File: config.mk
export PLATFORM = sky130hd
export DESIGN_NAME = pc_fetch_ctrl
export DESIGN_NICKNAME = d
export VERILOG_FILES = /design/src/rtl/pc_fetch_ctrl.sv
export SDC_FILE = /design/constraint.sdc
export NUM_CORES = 1
export LEC_CHECK = 0
export CELL_PAD_IN_SITES_DETAIL_PLACEMENT = 2
export CELL_PAD_IN_SITES_GLOBAL_PLACEMENT = 2
export CORE_ASPECT_RATIO = 1.5
export CORE_MARGIN = 10
export CORE_UTILIZATION = 30
export CTS_CLUSTER_DIAMETER = 60
export DETAILED_ROUTE_END_ITERATION = 12
export GPL_TIMING_DRIVEN = 0
export PLACE_DENSITY = 0.78
export SLEW_MARGIN = 10
export SYNTH_ARGS = -nofsm -noshare
export SYNTH_HDL_FRONTEND = slang
export SYNTH_SLANG_ARGS = --single-unit
File: constraint.sdc
create_clock -name clk -period 2.37 [get_ports clk]
set_input_delay 0.474 -clock clk [delete_from_list [all_inputs] [get_ports clk]]
set_output_delay 0.474 -clock clk [all_outputs]
set_load 0.005 [all_outputs]
File: src/rtl/pc_fetch_ctrl.sv
// pc_fetch_ctrl: fetch-stage PC generator with a single-request imem port, 1-entry skid buffer and branch redirect.
module pc_fetch_ctrl #(
  parameter logic [31:0] RESET_PC  = 32'h0000_0000,
  parameter logic [31:0] NOP_INSTR = 32'h0000_0013
) (
  input  logic        clk,
  input  logic        rst,
  input  logic        is_taken,
  input  logic [31:0] pc_bru,
  input  logic        stall,
  output logic        imem_req,
  output logic [31:0] imem_addr,
  input  logic        imem_ack,
  input  logic [31:0] imem_rdata,
  output logic        if_valid,
  output logic [31:0] if_pc,
  output logic [31:0] if_instr,
  output logic        flush,
  output logic        misalign
);
  typedef enum logic [1:0] {BOOT, FETCH, HOLD, DRAIN} state_t;
  state_t      state_q, state_d;
  logic [31:0] pc_q, pc_d, drain_addr_q, drain_addr_d;
  logic [31:0] if_pc_q, if_pc_d, if_instr_q, if_instr_d;
  logic [31:0] skid_pc_q, skid_pc_d, skid_instr_q, skid_instr_d;
  logic        if_valid_q, if_valid_d, skid_valid_q, skid_valid_d, misalign_q, misalign_d;
  logic        fetch_ack, to_out, to_skid, from_skid, busy;

  always_ff @(posedge clk) begin
    if (rst) begin
      state_q      <= BOOT;
      pc_q         <= RESET_PC;
      drain_addr_q <= '0;
      if_valid_q   <= 1'b0;
      if_pc_q      <= '0;
      if_instr_q   <= NOP_INSTR;
      skid_valid_q <= 1'b0;
      skid_pc_q    <= '0;
      skid_instr_q <= '0;
      misalign_q   <= 1'b0;
    end else begin
      state_q      <= state_d;
      pc_q         <= pc_d;
      drain_addr_q <= drain_addr_d;
      if_valid_q   <= if_valid_d;
      if_pc_q      <= if_pc_d;
      if_instr_q   <= if_instr_d;
      skid_valid_q <= skid_valid_d;
      skid_pc_q    <= skid_pc_d;
      skid_instr_q <= skid_instr_d;
      misalign_q   <= misalign_d;
    end
  end

  // A redirect with a request still in flight must drain that response before refetching.
  always_comb begin
    busy    = state_q == FETCH || state_q == DRAIN;
    state_d = is_taken ? (busy && !imem_ack ? DRAIN : FETCH) :
              state_q == BOOT  ? FETCH :
              state_q == FETCH ? (imem_ack && if_valid_q && stall ? HOLD : FETCH) :
              state_q == HOLD  ? (stall ? HOLD : FETCH) :
              (imem_ack ? FETCH : DRAIN);
  end

  always_comb begin
    fetch_ack    = state_q == FETCH && imem_ack;
    to_out       = fetch_ack && (!if_valid_q || !stall);
    to_skid      = fetch_ack && if_valid_q && stall;
    from_skid    = state_q == HOLD && skid_valid_q && !stall;
    pc_d         = is_taken ? {pc_bru[31:2], 2'b00} : fetch_ack ? pc_q + 32'd4 : pc_q;
    drain_addr_d = is_taken && state_q == FETCH ? pc_q : drain_addr_q;
    if_valid_d   = is_taken ? 1'b0 : (to_out || from_skid) ? 1'b1 : stall && if_valid_q;
    if_pc_d      = is_taken ? if_pc_q : to_out ? pc_q : from_skid ? skid_pc_q : if_pc_q;
    if_instr_d   = is_taken ? NOP_INSTR : to_out ? imem_rdata : from_skid ? skid_instr_q : if_instr_q;
    skid_valid_d = is_taken ? 1'b0 : to_skid ? 1'b1 : from_skid ? 1'b0 : skid_valid_q;
    skid_pc_d    = to_skid ? pc_q : skid_pc_q;
    skid_instr_d = to_skid ? imem_rdata : skid_instr_q;
    misalign_d   = is_taken && |pc_bru[1:0];
  end

  always_comb begin
    imem_req  = state_q == FETCH || state_q == DRAIN;
    imem_addr = state_q == DRAIN ? drain_addr_q : pc_q;
    if_valid  = if_valid_q;
    if_pc     = if_pc_q;
    if_instr  = if_instr_q;
    flush     = is_taken;
    misalign  = misalign_q;
  end
endmodule

# Word-level counts from Yosys, hierarchy flattened
# Index checks and enable logic that the tools add are counted.
# word_totals
reg_bits	197
input_bits	69
output_inout_bits	100
word_cells	59
# op_classes
add_sub_neg	1
eq_ne	3
mux	18
bitwise	1
n_reduce_logical	25
# ops
cell	n
32-bit two-way mux	7
32-bit by 3-bit adder with 32-bit output (second input constant)	1
2-bit two-way mux	8
1-bit logical AND	12
2-bit nonzero test	3
2-bit equality test (second input constant)	2
2-bit OR reduction	2
1-bit zero test	3
1-bit logical OR	3
1-bit two-way mux	3
2-bit by 1-bit equality test with 1-bit output (second input constant)	1
2-bit zero test	1
2-bit AND reduction	1
1-bit NOT	1

# Logic depth before layout (Yosys ltp)
# depth
word_depth	6
mapped_depth	7
ltp_nobuf	5

# Least setup slack after synthesis
# Ideal clock, no wire load.
# synth_path
path_kind	in2reg
start	input imem_ack
end	register pc_q[21]
setup_ns	0.091
arrival_ns	2.013
t_required_ns	2.279
setup_slack_ns	0.266
stages	5
n_path_buf	1
path_cell_list	buf_2 > nand3b_4 > or4_4 > or4_1 > a311oi_1
# synth_between
elab_chain_cells	2
# synth_lines
item	line	source
start, declared	13	input logic imem_ack,
1-bit logical AND	66	fetch_ack = state_q == FETCH && imem_ack;
2-bit nonzero test (no line)	n/a	
end signal, assigned	43	pc_q <= pc_d;
end, declared	23	logic [31:0] pc_q, pc_d, drain_addr_q, drain_addr_d;
# No other way between the ends.
# A chain may end at the register's enable or synchronous reset.

# Final worst setup path
# layout_path
start	register state_q[0]
end	output imem_addr[31]
# layout_between
elab_chain_cells	2
# layout_lines
item	line	source
start, declared	22	state_t state_q, state_d;
start signal, assigned	42	state_q <= state_d;
2-bit equality test	83	imem_addr = state_q == DRAIN ? drain_addr_q : pc_q;
32-bit two-way mux	83	
end, declared	12	output logic [31:0] imem_addr,
# No other way between the ends.

==> reports/results.ini <==
[status]
status = complete, no violations

[clocking]
cts_buffers = 17
clkLatencyLatePin_ps = 460
cts_tree = done
cts_max_path_buffers = 2
cts.clk_slew.worst_paths_ps = 70
cts_hold_buf = 0
cts_root_buffer = clkbuf_16
cts_sinks = 189
htreeDepth = 4

[worst_setup_path]
path_class = flip-flop to output pin
crit_fanout = 5
cp.required_ps = 1900
crit_arrival_ps = 1850
reg2reg_slack_ps = 80
start_kind = flip-flop
crit_path_end_kind = output pin
worst-r2r-cell-count = 6

[sta]
final.setup_skew_ps = 12.8
slew_viol_final = 0
hold_viol = 0
rsz0062_at_grt = yes
fmax_mhz = 429
holdWs_ps = 398
min_period_over_period_pct = 98.3
setup_viol_count_final = 0
fin_tns_setup_ps = 0
tightestPinTransition_ps = 802
min_period_ps = 2330
relSlewSlack_pct = 46.6

[grt]
grt_usage_pct = 20.2
grt_pass1_vias = 9453
overflow = 0
grt_antenna_before_repair = 1
grt_pass1_wl_um = 55500
grt_max_degree = 17

[pwr]
peakVddDrop_mv = 0.518
p_leak_nw = 3.93
power_density_nw_per_um2 = 640

[die]
die_w_um = 158
start_util_pct = 30.5
die_h_um = 226
dieArea_um2 = 35700
num_rows = 75
fp.coreArea_um2 = 28000
ios = 169

[synth]
synth_area_leaders = dfxtp_1, nand2_1, a21oi_1
async_flop_share_pct = 0
synth_area_um2 = 8520
ys.flop_type = dfxtp_1
synth_edf_count = 0
avgSynthCellArea_um2 = 8.12
synth_cell_types = 51
syn_inst = 1049
synth_top_area_share_pct = 44.4
yosys_warnings = 0
synth-seq-cells = 189
synth_top_area_cell = dfxtp_1
ys_seq_area_share_pct = 44.4

[final_layout]
regArea_um2 = 3790
final_core_util_pct = 40.4
multi_input_area_um2 = 4260
filler_cell_count = 3225
drive_above_1_share_pct = 10.8
stdcell_count = 1594
nets = 1305
n_antenna_cell = 0
area_growth_pct = 32.7

[job]
cap_violations = 0

[drt]
viasPerCell = 5.44
wire_per_inst_um = 23.0
antenna_left = 0
dr.first_iter.drc_count = 377
via_count = 8664
drcViolationCount = 0
first_pass_iters = 4
wl_um = 36600

[place]
place.gp.congestion = 0.839
dpl.hpwl_um = 26800
dp.cells = 1560
io_buffers = 162

[min_path]
hold_path_depth = 2
hp-class = input pin to flip-flop

## worst paths after layout
kind | start | endpoint
min reg2reg | drain_addr_q[8] | drain_addr_q[8]
min | imem_ack | state_q[1]
max | state_q[0] | imem_addr[31]
max reg2reg | pc_q[2] | pc_q[30]
## routing by layer
metal,GRT usage [%],wire length [um],share of wire [%],vias to the layer above
li1,-,-,-,4078
met1,22.2,15100,41,4356
met2,38.0,19500,53,181
met3,3.62,1210,3.3,47
met4,5.72,755,2.1,2
met5,0,13,0.036,-
## power breakdown
part / internal (mW) / leakage (nW) / switching [mW]
combinational: 0.431 / 2.12 / 0.566
clock: 1.53 / 0.265 / 1.35
sequential: 3.28 / 1.54 / 0.0772
total: 5.24 / 3.93 / 1.99
## cell usage in the layout, fill, tap and decap left out, drive strengths merged, types with 3 or more instances in the layout
master	count
mux2i	29
nor2	60
a311oi	74
and4	9
nor3b	3
clkdlybuf4s50	132
nor4	6
nand2	239
and2	4
o31ai	8
a21oi	130
xnor2	5
nand4b	3
xor2	3
a211oi	11
clkinvlp	4
clkdlybuf4s15	5
o21ai	18
conb	4
or3	5
buf	35
inv	6
or4	10
and3	5
clkinv	4
clkbuf	116
mux2	30
dfxtp	189
dlygate4sd2	17
nand4	10
nand3	47
nor3	5
## through the flow
step                      setup slack, ps  area [um^2]  power, mW
after global placement               -774        10600       4.40
after detailed placement             -859        10600       4.43
after CTS                            -136        11200       7.26
after global routing                -21.0        11300       7.50
after floorplan                       266         8530       3.87
final                                41.1        11300       7.23
## cell type report
cell class | instances | area share [%]
plain buffers | 113 | 5.12
clock buffers | 23 | 4.23
clock inverters | 9 | 0.775
inverters | 6 | 0.199
multi-input cells | 739 | 37.7
flip-flops and latches | 189 | 33.5
well taps | 346 | 3.83
repair buffers | 169 | 14.6
## what timing repair did
action	CTS	global route
pin swaps	0	1
cloned	1	1
setup endpoints to repair	178	115
buffers inserted	1	5
gates resized for setup	64	48
## synth_stat cells, types with 2 or more instances
cell,count
nand3_1,47
nand4_1,9
a211oi_1,11
buf_1,5
nor3_1,5
and4_1,9
dfxtp_1,189
o31ai_1,8
a2111oi_0,2
or3_1,5
nor2_1,60
buf_2,13
nand2_1,238
a31oi_1,2
mux2i_1,29
o21ai_0,17
inv_1,6
and3_1,5
buf_4,9
mux2_2,30
or4_1,9
and2_1,4
a311oi_1,74
a21oi_1,130
xnor2_1,5
nand4b_1,3
a221oi_1,2
clkbuf_1,90
nor2b_1,2
nor4_1,6
nor3b_1,3
xor2_1,3
## registers in the layout (all words and copies together) (netlist names)
signal and count:
if_valid 1, misalign 1, if_pc 30, if_instr 32, skid_instr_q 32, skid_valid_q 1
skid_pc_q 30, pc_q 30, drain_addr_q 30, state_q 2
## cell families after synthesis
family	share of synthesized area, %
buffers and inverters	6.07
multiplexers	7.37
adder cells (fa/ha/maj)	0.147
AO/OA/AOI/OAI	19.1
other	0.0440
AND/OR/NAND/NOR	22.0
flip-flops	44.4
XOR/XNOR	0.823
## worst max-delay path, cell delays in order, from the launching register on
cell and delay [ps]:
dfxtp_4 370, buf_8 130, nand2_8 100, buf_12 110, clkbuf_8 140, mux2_2 330, clkdlybuf4s15_1 220
Note: power is estimated with default switching activity, not from simulation.
